--- config.mk ---
export PLATFORM = sky130hd
export DESIGN_NAME = serial_adder_seq_flat
export DESIGN_NICKNAME = d
export VERILOG_FILES = /design/src/rtl/serial_adder_seq_if.sv /design/src/rtl/serial_adder_seq.sv /design/src/flat_wrapper.sv
export SDC_FILE = /design/constraint.sdc
export NUM_CORES = 1
export LEC_CHECK = 0
export ABC_AREA = 1
export CAP_MARGIN = 20
export CORE_MARGIN = 4
export CORE_UTILIZATION = 30
export CTS_CLUSTER_DIAMETER = 150
export DETAILED_ROUTE_END_ITERATION = 16
export PLACE_DENSITY = 0.55
export SLEW_MARGIN = 20
export SYNTH_ARGS = -nofsm -noshare
export SYNTH_HDL_FRONTEND = slang
export SYNTH_SLANG_ARGS = --single-unit
--- constraint.sdc ---
create_clock -name clk -period 1.73 [get_ports clk]
set_input_delay 0.4325 -clock clk [delete_from_list [all_inputs] [get_ports clk]]
set_output_delay 0.4325 -clock clk [all_outputs]
set_load 0.02 [all_outputs]
--- src/rtl/serial_adder_seq_if.sv ---
// ---------------------------------------------------------------------------
// serial_adder_seq_if
// Request/result bundle for the serial adder sequencer.
//
// Handshake: the master raises `start` together with `a`, `b` and `cin`.
// The request is taken on the first rising edge where the sequencer is idle
// and `start` is high. While `busy` is high, further requests are ignored and
// are not queued. `done` pulses for exactly one cycle when `sum`/`cout` hold
// the finished result. Those values stay stable until the next accepted
// request reaches its LOAD cycle.
//
//   start  master->slave  request to begin an addition
//   a, b   master->slave  N-bit operands
//   cin    master->slave  carry-in
//   sum    slave->master  N-bit parallel sum
//   cout   slave->master  final carry-out
//   busy   slave->master  addition in progress (LOAD or SHIFT)
//   done   slave->master  one-cycle completion pulse
// ---------------------------------------------------------------------------
interface serial_adder_seq_if #(
    parameter int N = 8
);
    logic         start;
    logic [N-1:0] a;
    logic [N-1:0] b;
    logic         cin;
    logic [N-1:0] sum;
    logic         cout;
    logic         busy;
    logic         done;

    modport master (
        output start, a, b, cin,
        input  sum, cout, busy, done
    );

    modport slave (
        input  start, a, b, cin,
        output sum, cout, busy, done
    );
endinterface

--- src/rtl/serial_adder_seq.sv ---
// ---------------------------------------------------------------------------
// serial_adder_seq
// This module sequences operands for a bit-serial adder. It captures two
// N-bit operands and a carry-in, then initialises an external carry flop with
// the carry-in. It then feeds one operand bit per clock, LSB first. Each sum
// bit and each next-carry value is computed from the flop's current value.
// The module builds the parallel sum and the carry-out, then pulses `done`.
//
// Ports:
//   clk        system clock (rising edge)
//   rst        asynchronous active-high reset
//   bus        serial_adder_seq_if slave: start/a/b/cin in, sum/cout/busy/done out
//   carry_q    current value of the external carry flop
//   carry_load load strobe for the carry flop (high in LOAD)
//   carry_init value loaded into the carry flop (captured cin)
//   carry_d    next carry for the flop (equals carry_q outside SHIFT)
//   fsm_state  current FSM state, for observation
// ---------------------------------------------------------------------------
module serial_adder_seq #(
    parameter int N = 8
) (
    input  logic               clk,
    input  logic               rst,
    serial_adder_seq_if.slave  bus,
    input  logic               carry_q,
    output logic               carry_load,
    output logic               carry_init,
    output logic               carry_d,
    output logic [1:0]         fsm_state
);
    localparam int CW = $clog2(N + 1);

    localparam logic [1:0] IDLE  = 2'd0;
    localparam logic [1:0] LOAD  = 2'd1;
    localparam logic [1:0] SHIFT = 2'd2;
    localparam logic [1:0] DONE  = 2'd3;

    logic [1:0]    state;
    logic [N-1:0]  a_reg;
    logic [N-1:0]  b_reg;
    logic          cin_reg;
    logic [CW-1:0] cnt;
    logic [N-1:0]  sum_reg;
    logic          cout_reg;

    logic          abit;
    logic          bbit;
    logic          sbit;
    logic          maj;
    logic [N-1:0]  sum_next;

    // Full-adder slice on the current LSBs and the external carry.
    always_comb begin
        abit = a_reg[0];
        bbit = b_reg[0];
        sbit = abit ^ bbit ^ carry_q;
        maj  = (abit & bbit) | (abit & carry_q) | (bbit & carry_q);
        // The new sum bit enters at the MSB. After N shifts, bit 0 of the
        // sum has reached position 0. This form also works when N == 1.
        sum_next        = sum_reg >> 1;
        sum_next[N-1]   = sbit;
    end

    // Outside SHIFT, the flop's d input mirrors its q, so the flop holds.
    always_comb begin
        carry_load = (state == LOAD);
        carry_init = (state == LOAD) ? cin_reg : 1'b0;
        carry_d    = (state == SHIFT) ? maj : carry_q;
    end

    always_ff @(posedge clk or posedge rst) begin
        if (rst) begin
            state    <= IDLE;
            a_reg    <= '0;
            b_reg    <= '0;
            cin_reg  <= 1'b0;
            cnt      <= '0;
            sum_reg  <= '0;
            cout_reg <= 1'b0;
        end else begin
            case (state)
                IDLE: begin
                    if (bus.start) begin
                        a_reg   <= bus.a;
                        b_reg   <= bus.b;
                        cin_reg <= bus.cin;
                        cnt     <= '0;
                        state   <= LOAD;
                    end
                end
                LOAD: begin
                    state <= SHIFT;
                end
                SHIFT: begin
                    a_reg   <= a_reg >> 1;
                    b_reg   <= b_reg >> 1;
                    sum_reg <= sum_next;
                    cnt     <= cnt + CW'(1);
                    // The final bit still shifts in on this edge. The carry
                    // out of the MSB slice becomes cout.
                    if (cnt == CW'(N - 1)) begin
                        cout_reg <= maj;
                        state    <= DONE;
                    end
                end
                DONE: begin
                    state <= IDLE;
                end
                default: begin
                    state <= IDLE;
                end
            endcase
        end
    end

    assign bus.sum   = sum_reg;
    assign bus.cout  = cout_reg;
    assign bus.busy  = (state == LOAD) || (state == SHIFT);
    assign bus.done  = (state == DONE);
    assign fsm_state = state;
endmodule

--- src/flat_wrapper.sv ---
// flat-port wrapper written by rule: the top's interface ports become plain ports
module serial_adder_seq_flat 
#(
    parameter int N = 8
)
  (clk, rst, carry_q, carry_load, carry_init, carry_d, fsm_state, bus_start, bus_a, bus_b, bus_cin, bus_sum, bus_cout, bus_busy, bus_done);
  serial_adder_seq_if #(.N(N)) bus_i ();
  input  logic clk;
  input  logic rst;
  input  logic carry_q;
  output logic carry_load;
  output logic carry_init;
  output logic carry_d;
  output logic [1:0] fsm_state;
  input wire logic [$bits(bus_i.start)-1:0] bus_start;
  input wire logic [$bits(bus_i.a)-1:0] bus_a;
  input wire logic [$bits(bus_i.b)-1:0] bus_b;
  input wire logic [$bits(bus_i.cin)-1:0] bus_cin;
  output wire logic [$bits(bus_i.sum)-1:0] bus_sum;
  output wire logic [$bits(bus_i.cout)-1:0] bus_cout;
  output wire logic [$bits(bus_i.busy)-1:0] bus_busy;
  output wire logic [$bits(bus_i.done)-1:0] bus_done;
  assign bus_i.start = bus_start;
  assign bus_i.a = bus_a;
  assign bus_i.b = bus_b;
  assign bus_i.cin = bus_cin;
  assign bus_sum = bus_i.sum;
  assign bus_cout = bus_i.cout;
  assign bus_busy = bus_i.busy;
  assign bus_done = bus_i.done;
  serial_adder_seq #(.N(N)) u_core (.clk(clk), .rst(rst), .bus(bus_i), .carry_q(carry_q), .carry_load(carry_load), .carry_init(carry_init), .carry_d(carry_d), .fsm_state(fsm_state));
endmodule
# --- Yosys cells after proc, flatten, opt, wreduce, memory -nomap -nowiden ---
# Index checks and enable logic that the tools add are counted.
classes:
  reduce_logical: 7
  addsub: 1
  bitwise_logic: 7
  n_mux: 11
  eq_ne: 6
op_table:
  columns: ["operator", "n"]
  rows:
  - ["case mux 8 bit (2 select lines)", 2]
  - ["two-way mux 8 bit", 2]
  - ["case mux 2 bit (4 select lines)", 1]
  - ["case mux 4 bit (2 select lines)", 1]
  - ["AND reduction 2 bit", 4]
  - ["adder 4 x 1 -> 4 bit (second input constant)", 1]
  - ["equality test 2 bit (second input constant)", 2]
  - ["equality test 4 x 3 -> 1 bit (second input constant)", 1]
  - ["two-way mux 2 bit", 2]
  - ["two-way mux 4 bit", 1]
  - ["inequality test 2 bit (second input constant)", 2]
  - ["bitwise AND 1 bit", 3]
  - ["equality test 2 x 1 -> 1 bit (second input constant)", 1]
  - ["logical NOT 2 bit", 1]
  - ["two-way mux 1 bit", 2]
  - ["bitwise OR 1 bit", 2]
  - ["nonzero test 2 bit", 1]
  - ["bitwise XOR 1 bit", 2]
  - ["logical OR 1 bit", 1]
word_totals:
  reg_bits: 32
  inputBits: 21
  out_inout_bits: 16
  wordCells: 39

# --- Logic depth before layout (Yosys ltp) ---
depth:
  word_depth: 4
  ltp_mapped: 8
  mapped_depth_nobuf: 8

# --- Worst setup path before layout ---
# No wires, ideal clock.
synth_timing:
  path_type: "flip-flop to output port"
  startpoint: "register u_core.state[0] (netlist: u_core.fsm_state[0])"
  endpoint: "output carry_d"
  required_ps: 1297
  path_buffers: 1
  path_stages_with_launch: 6
  t_arrival_ps: 1525
  setup_slack_ps: -227
  path_cell_list: "dfrtp_1 > inv_1 > ha_1 > inv_2 > buf_2 > o21ai_0"
synth_via:
  elab_chain_len: 2
synth_lines:
  columns: ["element", "line", "text"]
  rows:
  - ["start: declaration", "serial_adder_seq.sv:38", "logic [1:0] state;"]
  - ["start signal: assignment", "serial_adder_seq.sv:73", "state <= IDLE;"]
  - ["start signal: assignment", "serial_adder_seq.sv:88", "state <= LOAD;"]
  - ["start signal: assignment", "serial_adder_seq.sv:92", "state <= SHIFT;"]
  - ["equality test 2 bit", "serial_adder_seq.sv:68", "carry_d = (state == SHIFT) ? maj : carry_q;"]
  - ["two-way mux 1 bit", "serial_adder_seq.sv:68", null]
  - ["end: declaration", "flat_wrapper.sv:13", "output logic carry_d;"]
# No other way between the ends.

# --- Final worst setup path ---
layout_timing:
  startpoint: "register u_core.a_reg[0]"
  endpoint: "output carry_d"
layout_via:
  elab_chain_len: 4
  elab_cells_between_ends: 5
  classes_between: "mux: 1; bitwise: 4"
layout_lines:
  columns: ["element", "line", "text"]
  rows:
  - ["start: declaration", "serial_adder_seq.sv:39", "logic [N-1:0] a_reg;"]
  - ["start signal: assignment", "serial_adder_seq.sv:84", "a_reg <= bus.a;"]
  - ["start signal: assignment", "serial_adder_seq.sv:95", "a_reg <= a_reg >> 1;"]
  - ["bitwise AND 1 bit", "serial_adder_seq.sv:57", "maj = (abit & bbit) | (abit & carry_q) | (bbit & carry_q);"]
  - ["bitwise OR 1 bit (*) (2 in a row)", "serial_adder_seq.sv:57", null]
  - ["named net u_core.maj", "serial_adder_seq.sv:49", "logic maj;"]
  - ["two-way mux 1 bit (*)", "serial_adder_seq.sv:68", null]
# Mark *: on every way through the listed nets, which the timed path passes. The rest lies on a longest branch.

==> results_dict.tcl <==
set metrics [dict create \
    run_status "finished with violations" \
    violations "negative setup slack" \
    clockBufferDepth 2 \
    postSynthCellCount 187 \
    slew_headroom 0.749 \
    first_pass_iters 4 \
    startpoint_type "register" \
    vias 1291 \
    synthDistinctLibCells 18 \
    io_buffers 36 \
    clk_pin_slew_worst_paths_ps 60 \
    dp_hpwl_um 2280 \
    synth.avg_cell_area_um2 8.24 \
    required_ps 1300 \
    power.density_nw_per_um2 1770 \
    initial_core_util 0.318 \
    finClkSkew_ps 1.43 \
    htree_levels 2 \
    clock_sinks 32 \
    cts_tree "built" \
    drcViolationCount 0 \
    min-delay-path-class "in -> async" \
    nNetsFinal 260 \
    grtUsageTotal 0.113 \
    synth_area_um2 1540 \
    vias_per_cell 4.29 \
    dpl-instance-area_um2 2040 \
    grt_pass1_vias 1299 \
    worstPathArrival_ps 1300 \
    wl_per_cell_um 10.6 \
    maxCapViolations 0 \
    yosys_most_used_dff "dfrtp_1" \
    hold_buffers 0 \
    setup_viol 1 \
    syn_to_final_growth_pct 39.5 \
    rows 25 \
    fin_area_um2 2150 \
    num_io_pins 37 \
    crit_path_end_kind "output pin" \
    antenna_found_initial 0 \
    fin_crit_sh 1.00 \
    clock-root-buffer "clkbuf_8" \
    fp.coreArea_um2 4850 \
    setup_ws_ps -6.84 \
    min_period_ps 1740 \
    ys_ff_latch 32 \
    gp_congestion 0.745 \
    crit_type "reg -> out" \
    async_reset_ff_frac 1.00 \
    hold_viol_final 0 \
    max-vdd-ir-drop_mv 0.957 \
    rsz0062_at_grt "true" \
    drtIter0Drc 127 \
    slew_viol_final 0 \
    antennaDiodeCount 0 \
    synth_fp_nets 214 \
    worstPathMaxFanout 2 \
    pre_cts_ws_ps -670 \
    crit_family "flip-flops" \
    critPathSlowestCell "dfrtp_1" \
    tightestPinTransition_ps 373 \
    fmax_mhz 576 \
    die_h_um 79.7 \
    dieArea_um2 6340 \
    worst_path_largest_cell_delay_ps 400 \
    synth_edf_count 0 \
    layout-drive-gt1-share 0.137 \
    clkLatencyLatePin_ps 280 \
    p_leak_nw 1.08 \
    ant_nets 0 \
    synth.yosys.warnings 0 \
    cp_num_buf_inv 2 \
    grt_max_degree 33 \
    crit_chain "fa_2 > inv_2 > o21ai_2 > buf_6" \
    gr-total-overflow 0 \
    cts_buffers 5 \
    routed_wl_um 3200 \
    die_w_um 79.7 \
    fin_setup_tns_ps -6.84 \
    ys_seq_area_frac 0.520 \
    grt_pass1_wl_um 5600 \
]
## worst paths after layout
check | from | to | slack, ps | depth (start not counted)
max in group asynchronous | rst | u_core.fsm_state[0]$_DFFE_PP0P_ | 1050 | 3
worst max register to register | u_core.fsm_state[0]$_DFFE_PP0P_ | u_core.cnt[2]$_DFFE_PP0P_ | 180 | 8
worst max-delay path | u_core.a_reg[0]$_DFFE_PP0P_ | carry_d | -7 | 4
worst min-delay path | rst | u_core.bus.sum[0]$_DFFE_PP0N_ | 490 | 3
min in group clk | u_core.b_reg[3]$_DFFE_PP0P_ | u_core.b_reg[3]$_DFFE_PP0P_ | 490 | 2
worst min register to register | u_core.b_reg[3]$_DFFE_PP0P_ | u_core.b_reg[3]$_DFFE_PP0P_ | 490 | 2
## kinds of logic (layout without fill, tap and decap cells)
kind of cell,after synthesis,after routing,synth area share
mux,1,1,0.00731
flops,32,32,0.520
fa+ha+maj,6,6,0.0536
simple gates,74,74,0.187
buf+inv,34,81,0.0975
compound gates,40,40,0.135
## layout make-up
type,count,area (µm²)
fillers,500,2700
flip-flops and latches,32,802
multi-input cells,121,613
repair buffers,47,462
inverters,26,97.6
clock buffers,8,90.1
well taps,67,83.8
## power by group
part,switching (mW),internal [mW],total (mW)
Sequential,0.152,1.08,1.23
Clock,0.258,0.324,0.582
Combinational,1.13,0.857,1.99
Total,1.54,2.26,3.80
## through the flow
step,hold WS (ps),total power [mW],util,instances
after floorplan,449,2.52,-,187
after global placement,474,3.20,0.420,292
after detailed placement,471,3.23,0.420,292
after CTS,490,3.76,0.434,300
after global routing,513,4.21,0.443,301
final,491,3.80,0.443,301
## per-layer routing
layer / global-route usage / part of all wire / vias to the layer above
met5: 0 / 0 / -
met4: 0.0412 / 0.017 / 0
met3: 0.0395 / 0.057 / 6
met2: 0.177 / 0.44 / 31
met1: 0.144 / 0.48 / 578
li1: - / - / 676
## layout by cell type, fill, tap and decap left out, types with 3 or more instances in the layout
cell type,synthesis,routed
nand2_1,63,63
o21ai_0,24,23
nor2_1,4,4
o211ai_1,3,3
buf_4,1,10
a21oi_1,3,3
inv_1,25,24
o21ai_1,10,10
clkbuf_8,0,6
dfrtp_1,32,31
dlygate4sd2_1,0,3
clkdlybuf4s50_1,0,25
nand3_1,6,6
dlymetal6s2s_1,0,3
## cells in the mapped netlist (2+ instances only)
master / n / area share
a21oi_1: 3 / 0.0097
buf_2: 3 / 0.0097
buf_6: 2 / 0.015
clkbuf_1: 2 / 0.0049
dfrtp_1: 32 / 0.52
ha_1: 5 / 0.041
inv_1: 25 / 0.061
nand2_1: 63 / 0.15
nand3_1: 6 / 0.019
nor2_1: 4 / 0.0097
o211ai_1: 3 / 0.015
o21ai_0: 24 / 0.078
o21ai_1: 10 / 0.032
## what timing repair did
action | 4_1_cts | 5_1_grt
buffers inserted | 0 | 1
pin swaps | 0 | 1
setup endpoints to repair | 7 | 7
hold endpoints to repair | 0 | 0
resized for setup | 22 | 14
## worst register-to-register path: cells and delay by family (launching register included)
family	cells	cell delay, ps
buffers and inverters	3	450
DFF	1	400
and+or+nand+nor	3	270
adders and majority gates	1	190
AOI/OAI and AO/OA	1	140
No activity file was read; power rests on OpenSTA's default activity.
